==> src/rtl/pwm_duty_sequencer.sv <==
// rtl/pwm_duty_sequencer.sv - soft-ramp controller stepping the pwm duty select toward a requested target
// Optional triangle "breathe" mode is compiled in with PWM_SEQ_BREATHE_EN.
module pwm_duty_sequencer #(
  parameter int DUTY_W      = 3,
  parameter int STEP_CYCLES = 50,
  parameter int RESET_DUTY  = 0
) (
  input  logic              i_clk,
  input  logic              i_rst,
  input  logic              i_req_valid,
  input  logic [DUTY_W-1:0] i_req_duty,
  output logic              o_req_ready,
  input  logic              i_pause,
  output logic [DUTY_W-1:0] o_duty_sw,
  output logic              o_busy,
`ifdef PWM_SEQ_BREATHE_EN
  output logic              o_done,
  input  logic              i_breathe
`else
  output logic              o_done
`endif
);

  localparam logic [DUTY_W-1:0] MAX_DUTY   = '1;
  localparam logic [DUTY_W-1:0] RESET_VAL  = DUTY_W'(RESET_DUTY);
  localparam logic [15:0]       TIMER_LOAD = 16'(STEP_CYCLES - 1);

`ifdef PWM_SEQ_BREATHE_EN
  typedef enum logic [1:0] {
    S_IDLE    = 2'd0,
    S_RAMP    = 2'd1,
    S_DONE    = 2'd2,
    S_BREATHE = 2'd3
  } state_t;
`else
  typedef enum logic [1:0] {
    S_IDLE = 2'd0,
    S_RAMP = 2'd1,
    S_DONE = 2'd2
  } state_t;
`endif

  state_t            r_state;
  state_t            w_state_next;
  logic [15:0]       r_timer;
  logic [15:0]       w_timer_next;
  logic [DUTY_W-1:0] r_duty;
  logic [DUTY_W-1:0] w_duty_next;
  logic [DUTY_W-1:0] r_target;
  logic [DUTY_W-1:0] w_target_next;
  logic              r_req_ready;
  logic              r_busy;
  logic              r_done;

  logic              w_accept;
  logic              w_expiry;
  logic [DUTY_W-1:0] w_duty_inc;
  logic [DUTY_W-1:0] w_duty_dec;
  logic [DUTY_W-1:0] w_ramp_duty;

`ifdef PWM_SEQ_BREATHE_EN
  logic r_dir_up;
  logic w_dir_up_next;
  logic r_exit_pend;
  logic w_exit_pend_next;
  logic w_exit_now;
`endif

  assign w_accept    = i_req_valid && r_req_ready;
  assign w_expiry    = (r_timer == 16'd0) && !i_pause;
  // Saturating neighbours so duty_sw can never wrap at either end of the code range
  assign w_duty_inc  = (r_duty == MAX_DUTY) ? r_duty : r_duty + 1'b1;
  assign w_duty_dec  = (r_duty == '0) ? r_duty : r_duty - 1'b1;
  assign w_ramp_duty = (r_target > r_duty) ? w_duty_inc : w_duty_dec;

`ifdef PWM_SEQ_BREATHE_EN
  assign w_exit_now  = r_exit_pend || !i_breathe;
`endif

  always_comb begin
    w_state_next  = r_state;
    w_timer_next  = r_timer;
    w_duty_next   = r_duty;
    w_target_next = r_target;
`ifdef PWM_SEQ_BREATHE_EN
    w_dir_up_next    = r_dir_up;
    w_exit_pend_next = r_exit_pend;
`endif
    case (r_state)
      S_IDLE: begin
        if (w_accept) begin
          if (i_req_duty == r_duty) begin
            w_state_next = S_DONE;
          end else begin
            w_state_next  = S_RAMP;
            w_target_next = i_req_duty;
            w_timer_next  = TIMER_LOAD;
          end
`ifdef PWM_SEQ_BREATHE_EN
        end else if (i_breathe) begin
          w_state_next     = S_BREATHE;
          w_timer_next     = TIMER_LOAD;
          w_dir_up_next    = (r_duty != MAX_DUTY);
          w_exit_pend_next = 1'b0;
`endif
        end
      end
      S_RAMP: begin
        if (w_expiry) begin
          w_duty_next  = w_ramp_duty;
          w_timer_next = TIMER_LOAD;
          if (w_ramp_duty == r_target) begin
            w_state_next = S_DONE;
          end
        end else if (!i_pause) begin
          w_timer_next = r_timer - 16'd1;
        end
      end
      S_DONE: begin
        w_state_next = S_IDLE;
      end
`ifdef PWM_SEQ_BREATHE_EN
      S_BREATHE: begin
        w_exit_pend_next = w_exit_now;
        if (w_expiry) begin
          w_timer_next = TIMER_LOAD;
          // Reaching an endpoint flips direction; the endpoint itself is held for one full step
          if (r_dir_up) begin
            if (r_duty == MAX_DUTY) begin
              w_dir_up_next = 1'b0;
              w_duty_next   = w_duty_dec;
            end else begin
              w_duty_next = w_duty_inc;
            end
          end else begin
            if (r_duty == '0) begin
              w_dir_up_next = 1'b1;
              w_duty_next   = w_duty_inc;
            end else begin
              w_duty_next = w_duty_dec;
            end
          end
          if (w_exit_now) begin
            w_state_next     = S_IDLE;
            w_exit_pend_next = 1'b0;
          end
        end else if (!i_pause) begin
          w_timer_next = r_timer - 16'd1;
        end
      end
`endif
      default: begin
        w_state_next = S_IDLE;
      end
    endcase
  end

  always_ff @(posedge i_clk) begin
    if (i_rst) begin
      r_state     <= S_IDLE;
      r_timer     <= 16'd0;
      r_duty      <= RESET_VAL;
      r_target    <= RESET_VAL;
      r_req_ready <= 1'b0;
      r_busy      <= 1'b0;
      r_done      <= 1'b0;
`ifdef PWM_SEQ_BREATHE_EN
      r_dir_up    <= 1'b1;
      r_exit_pend <= 1'b0;
`endif
    end else begin
      r_state     <= w_state_next;
      r_timer     <= w_timer_next;
      r_duty      <= w_duty_next;
      r_target    <= w_target_next;
      // Handshake flags track the state being entered so they line up with it cycle for cycle
      r_req_ready <= (w_state_next == S_IDLE);
      r_busy      <= (w_state_next != S_IDLE);
      r_done      <= (w_state_next == S_DONE);
`ifdef PWM_SEQ_BREATHE_EN
      r_dir_up    <= w_dir_up_next;
      r_exit_pend <= w_exit_pend_next;
`endif
    end
  end

  assign o_req_ready = r_req_ready;
  assign o_duty_sw   = r_duty;
  assign o_busy      = r_busy;
  assign o_done      = r_done;

endmodule

==> config.mk <==
export PLATFORM = sky130hd
export DESIGN_NAME = pwm_duty_sequencer
export DESIGN_NICKNAME = d
export VERILOG_FILES = /design/src/rtl/pwm_duty_sequencer.sv
export SDC_FILE = /design/constraint.sdc
export NUM_CORES = 1
export LEC_CHECK = 0
export BUFFER_PORTS_ARGS = -buffer_cell sky130_fd_sc_hd__clkbuf_2
export CAP_MARGIN = 10
export CORE_MARGIN = 2
export CORE_UTILIZATION = 40
export CTS_BUF_LIST = sky130_fd_sc_hd__clkbuf_4 sky130_fd_sc_hd__clkbuf_8
export CTS_CLUSTER_DIAMETER = 60
export DETAILED_ROUTE_END_ITERATION = 16
export PLACE_DENSITY = 0.61
export SYNTH_ARGS = -nofsm -noshare
export SYNTH_HDL_FRONTEND = slang
export SYNTH_SLANG_ARGS = --single-unit
==> constraint.sdc <==
create_clock -name i_clk -period 3 [get_ports i_clk]
set_input_delay 0.6 -clock i_clk [delete_from_list [all_inputs] [get_ports i_clk]]
set_output_delay 0.6 -clock i_clk [all_outputs]
set_load 0.005 [all_outputs]
* Yosys cells after proc, flatten, opt, wreduce, memory -nomap -nowiden
Cells that the tools add are included.
** Storage, ports and cells
- Memory bits (writable) :: 0
- Bits of input ports :: 7
- Latch bits :: 0
- ROM bits :: 0
- Memories :: 0
- Bits in registers :: 27
- Word-level logic and storage cells :: 45
- Output and inout bits :: 6
** Operators by class
- Bitwise logic cells :: 1
- Reductions and logical operators :: 12
- Div/mod/pow operators :: 0
- Magnitude comparators :: 1
- Mux-type cells :: 13
- Add/sub/neg operators :: 3
- Shifts and indexed selects :: 0
- Equal/unequal tests :: 8
- Multiply operators :: 0
** Operators with widths (count)
- $mux 16 :: 4
- $pmux 16 s2 :: 1
- $logic_not 16->1 :: 1
- $sub 16x1->16 const B :: 1
- $mux 3 :: 3
- $mux 2 :: 4
- $eq 3x3->1 :: 2
- $logic_not 2->1 :: 2
- $ne 2x2->1 const B :: 2
- $pmux 2 s2 :: 1
- $reduce_and 4->1 :: 1
- $reduce_bool 2->1 :: 2
- $add 3x1->3 const B :: 1
- $eq 3x3->1 const B :: 1
- $gt 3x3->1 :: 1
- $logic_not 3->1 :: 1
- $ne 3x3->1 const B :: 1
- $reduce_and 3->1 :: 1
- $sub 3x1->3 const B :: 1
- $eq 2x1->1 const B :: 1
- $eq 2x2->1 const B :: 1
- $logic_and 1x1->1 :: 2
- $reduce_and 2->1 :: 1
- $logic_not 1->1 :: 1
- $not 1->1 :: 1

* Longest topological paths before layout
- Word-level depth :: 8
- Depth in mapped cells :: 9
- Depth with buffers taken out :: 9

* Least setup slack after synthesis
OpenSTA, ideal clock, no wires.
- Path type :: register -> register
- Start point :: register r_duty[1] (netlist: o_duty_sw[1])
- End point :: register r_done (netlist: o_done)
- Data required time :: 2.929 ns
- Path slack :: 0.769 ns
- Period minus slack after synthesis :: 2.231 ns
- Stages on the path, launching flop included :: 9
- Arrival :: 2.160 ns
- Path buffers :: 0
- Library setup time :: 0.071 ns
- Cells stage by stage :: dfxtp_1 inv_1 ha_1 a211o_1 a2111oi_0 a221oi_1 xor2_1 o2111ai_1 a21oi_1
** On the way
- Word-level cells in the longest chain between the ends :: 8
- Elaborated cells between the ends (all ways) :: 16
- Those cells by class :: add/sub (2); order compare (1); eq/ne (4); mux (8); reduce/logical (1)
** RTL lines
- from (decl) :: RTL line 47 : logic [DUTY_W-1:0] r_duty;
- from (signal assigned) :: RTL line 174 : r_duty <= w_duty_next;
- $sub 3x1->3 (tied with other cells) :: RTL line 73 : assign w_duty_dec = (r_duty == '0) ? r_duty : r_duty - 1'b1;
- $mux 3 (on tied branches) :: RTL line 73, 72
- $mux 3 :: RTL line 74 : assign w_ramp_duty = (r_target > r_duty) ? w_duty_inc : w_duty_dec;
- $eq 3x3->1 :: RTL line 112 : if (w_ramp_duty == r_target) begin
- $mux 2 :: RTL line 112
- $mux 2 :: RTL line 109 : if (w_expiry) begin
- $pmux 2 s2 * :: RTL line 89 : case (r_state)
- $eq 2x2->1 * :: RTL line 179 : r_done <= (w_state_next == S_DONE);
- to (signal assigned) :: RTL line 179
- to (decl) :: RTL line 53 : logic r_done;
Every way passes the cells marked *; elsewhere a longest branch is shown, timed or not.
A chain may end at the register's enable or synchronous reset.

* Final worst setup path
- Start point :: register r_duty[2] (netlist: o_duty_sw[2])
- End point :: register r_state[0]
** On the way
- Word-level cells in the longest chain between the ends :: 7
- Elaborated cells between the ends (all ways) :: 15
- Those cells by class :: add/sub (2); order compare (1); eq/ne (3); mux (8); reduce/logical (1)
** RTL lines
- $sub 3x1->3 (tied with other cells) :: RTL line 73
- $mux 3 (on tied branches) :: RTL line 73, 72
- $mux 3 :: RTL line 74
- $eq 3x3->1 :: RTL line 112
- $mux 2 :: RTL line 112
- $mux 2 :: RTL line 109
- $pmux 2 s2 * :: RTL line 89
- to (signal assigned) :: RTL line 172 : r_state <= w_state_next;
- to (decl) :: RTL line 43 : state_t r_state;
Marked as above.

==> run metrics <==
result of the run finished, final reports clean; leakage power summed over all cells 0.650 nW; number of enable flip-flop cells after synthesis 0; number of top-level pins 13; Non-Filler Instances 245; H-tree depth 1; cell chosen for the clock root sky130_fd_sc_hd__clkbuf_8; Fmax achieved 392 MHz; remaining number of nets flagged by the antenna check after routing 0; largest fanout on the critical path 8; antenna cell count 0; routed length on met1 1360 µm; core area 3630 µm²; number of CTS-inserted buffers 3; worst path required time 3.19 ns; final weighted congestion in routability-driven placement 0.839; Detailed Route WL 3280 µm; Post-Route Setup TNS 0 ns; Max rail drop VDD 0.205 mV; CTS tree yes; switching portion of total power 35.0%; max-cap check violation count 0; final-report max-slew violation count 0; Hold-fix buffers, CTS 0; die footprint 4280 µm²; internal power contribution 0.614 mW; crit end category flip-flop; number of distinct library cells after synthesis 47; worst-path cell with the longest stage delay sky130_fd_sc_hd__dfxtp_1; worst min-delay path category reg2reg; Critical Setup Path Class reg2reg; crit path DAT 2.74 ns; Power Dens Cells 573 nW/µm²; syn nets 199; worst reg2reg startpoint o_duty_sw[2]$_SDFFE_PP0P_; worst slew margin relative to its limit 60.8%; total of fill cells in the finished design 372; Detailed Route Iter0 Violations 71; Switching Power 0.331 mW; share of synthesized flip-flops with an asynchronous set or reset 0%; Hold Path Origin r_timer[10]$_SDFFE_PP0P_; count of vias placed by the detailed router 1351; maximum number of pins on one net before global-route repair 24; post-synthesis sequential area ratio 35.9%; area overhead of the layout relative to synthesis 9.46%; number of iterations in the first detailed-routing pass 4; overall global routing resource usage 18.1%; initial cell density of the core 41.5%; fraction of layout instances using a drive strength above 1 13.7%; average via count per standard cell 5.51; PostCTS Resize Cnt 0; Top Layer Used met4; number of warnings issued by yosys 0; flop and latch count out of synthesis 27; transition time at the pin with the least slew margin 0.574 ns; met3 layer wire length in the routed design 144 µm; category of the worst setup path launch point flip-flop; largest incremental delay on the critical path 0.48 ns; total clock sinks 27; Final Hold Viols 0; post-CTS setup buffer count 0; routed wirelength normalized by instance count 13.4 µm; routed wl met2 1730 µm; Clk pwr share 22.0%; clock-pin slew on the worst setup and hold paths 0.09 ns; maximum buffer depth of the clock tree 2; proportion of power drawn by flip-flops and latches 44.7%; worst hold endpoint r_timer[10]$_SDFFE_PP0P_; Synth top area share 35.9%; GRT overflow 0; reg-to-reg endpoint r_state[0]$_SDFF_PP0_; Final period util 85.0%; remaining routing DRC violations 0; Horiz. Die Dim 65.4 µm; y dimension of the die 65.4 µm; synth top area cells sky130_fd_sc_hd__dfxtp_1, sky130_fd_sc_hd__nor2_1, sky130_fd_sc_hd__a21oi_1, sky130_fd_sc_hd__ha_1, sky130_fd_sc_hd__xnor2_1; floorplan row count 22; clock latency reported for the late side of the worst-skew pair 0.27 ns; mean instance size in the synthesized netlist 8.15 µm²; Fin Clk Skew 0.00386 ns; Main synth FF type sky130_fd_sc_hd__dfxtp_1; leading area contributor after synthesis sky130_fd_sc_hd__dfxtp_1; final net count 212; DP Cell Count 241; final critical delay including setup and external delays 2.55 ns; final setup fails 0; Cells on Worst Hold Path 2; setup repair after global routing missed its margin no; via count of the first global-routing pass 1382; Reg2Reg Depth 9; number of instances in the synthesized netlist 185; combinational group share of total power 33.4%; Critical Path, Cell by Cell inv_1 > ha_1 > nor2_1 > a31oi_1 > a21boi_0 > o21ai_0 > a21oi_1 > or2_2 > a41oi_1; worst-case register-to-register setup slack 0.45 ns; HPWL after detailed placement 2480 µm; initial antenna violation count 0; Port Buffer Count 12; post-synthesis instance area 1510 µm²; global-route wire length before repair 6020 µm
## registers in the layout, summed over array words and instances (netlist names)
signal,flops
o_busy,1
r_timer,16
r_target,3
o_duty_sw,3
r_state,2
o_done,1
o_req_ready,1
## power groups by stage
stage	Clock [mW]	Combinational [mW]	Sequential [mW]
6_report	0.208	0.315	0.422
3_3_place_gp	0	0.303	0.428
2_1_floorplan	0	0.253	0.423
4_1_cts	0.218	0.316	0.422
5_1_grt	0.233	0.356	0.427
3_5_place_dp	0	0.313	0.430
## worst max-delay path, delay by kind of cell, from the launching register on
kind	cells	cell delay, ns
fa+ha+maj	1	0.31
compound gates	5	1.22
flops	1	0.48
buf+inv	1	0.10
simple gates	2	0.36
## layout by cell type (no fill, tap or decap), drive strengths merged, types with 2 or more instances in the layout
master / count
xnor2: 7
or3: 6
clkbuf: 15
o21bai: 2
a211oi: 2
inv: 9
a211o: 3
a21oi: 18
nor4: 3
or4: 2
nand2b: 3
or2: 5
o21ai: 8
nor2: 31
dfxtp: 27
a31oi: 3
nor3: 10
nand2: 11
xor2: 4
ha: 7
## through the flow
step / util [%] / area, µm² / hold slack (ns) / power, mW / setup slack (ns)
after global placement: 44.1 / 1600 / 0.458 / 0.731 / 0.531
after global routing: 45.4 / 1650 / 0.527 / 1.02 / 0.134
after floorplan: - / 1510 / 0.444 / 0.676 / 0.769
after CTS: 45.4 / 1650 / 0.498 / 0.956 / 0.460
final: 45.4 / 1650 / 0.495 / 0.945 / 0.449
after detailed placement: 44.1 / 1600 / 0.475 / 0.743 / 0.456
## Yosys cell counts (2+ instances only)
cell type	instances
sky130_fd_sc_hd__nor2_1	28
sky130_fd_sc_hd__dfxtp_1	27
sky130_fd_sc_hd__a21oi_1	18
sky130_fd_sc_hd__nand2_1	10
sky130_fd_sc_hd__nor3_1	10
sky130_fd_sc_hd__inv_1	9
sky130_fd_sc_hd__o21ai_0	8
sky130_fd_sc_hd__ha_1	7
sky130_fd_sc_hd__xnor2_1	7
sky130_fd_sc_hd__or3_1	5
sky130_fd_sc_hd__or2_2	4
sky130_fd_sc_hd__xor2_1	4
sky130_fd_sc_hd__a211o_1	3
sky130_fd_sc_hd__a31oi_1	3
sky130_fd_sc_hd__nand2b_1	3
sky130_fd_sc_hd__nor4_1	3
sky130_fd_sc_hd__a211oi_1	2
sky130_fd_sc_hd__clkbuf_1	2
sky130_fd_sc_hd__nor2_2	2
sky130_fd_sc_hd__o21bai_1	2
sky130_fd_sc_hd__or4_1	2
## kinds of logic after synthesis
kind of cell,Yosys count,synth area share [%]
mux,1,0.664
simple gates,80,28.4
compound gates,46,19.1
xor+xnor,11,6.39
flops,27,35.9
buf+inv,13,3.82
fa+ha+maj,7,5.81
## metal layers
metal,up-vias,global-route usage (%)
li1,681,-
met1,632,20.4
met2,33,32.7
met3,5,4.11
met4,0,7.55
met5,-,0
## layout make-up
cell class	instances	area, µm²	area share (%)
well taps	48	60.1	3.64
inverters	9	33.8	2.05
flip-flops and latches	27	541	32.8
clock inverters	1	5.00	0.303
multi-input cells	145	910	55.1
repair buffers	12	60.1	3.64
clock buffers	3	41.3	2.50
## how the worst max path moves through the flow
stage                         startpoint                        to  slack, ns  cells past startpoint
3_5_place_dp               i_req_duty[1]  r_timer[11]$_SDFFE_PP0P_       0.46                      8
4_1_cts        o_duty_sw[2]$_SDFFE_PP0P_     r_state[0]$_SDFF_PP0_       0.46                      9
6_report       o_duty_sw[2]$_SDFFE_PP0P_     r_state[0]$_SDFF_PP0_       0.45                      9
2_1_floorplan  o_duty_sw[1]$_SDFFE_PP0P_         o_done$_SDFF_PP0_       0.77                      8
5_1_grt        o_duty_sw[2]$_SDFFE_PP0P_     r_state[0]$_SDFF_PP0_       0.13                      9
3_3_place_gp               i_req_duty[1]   r_timer[9]$_SDFFE_PP0P_       0.53                      8
Power figures use the tool's default switching activity.
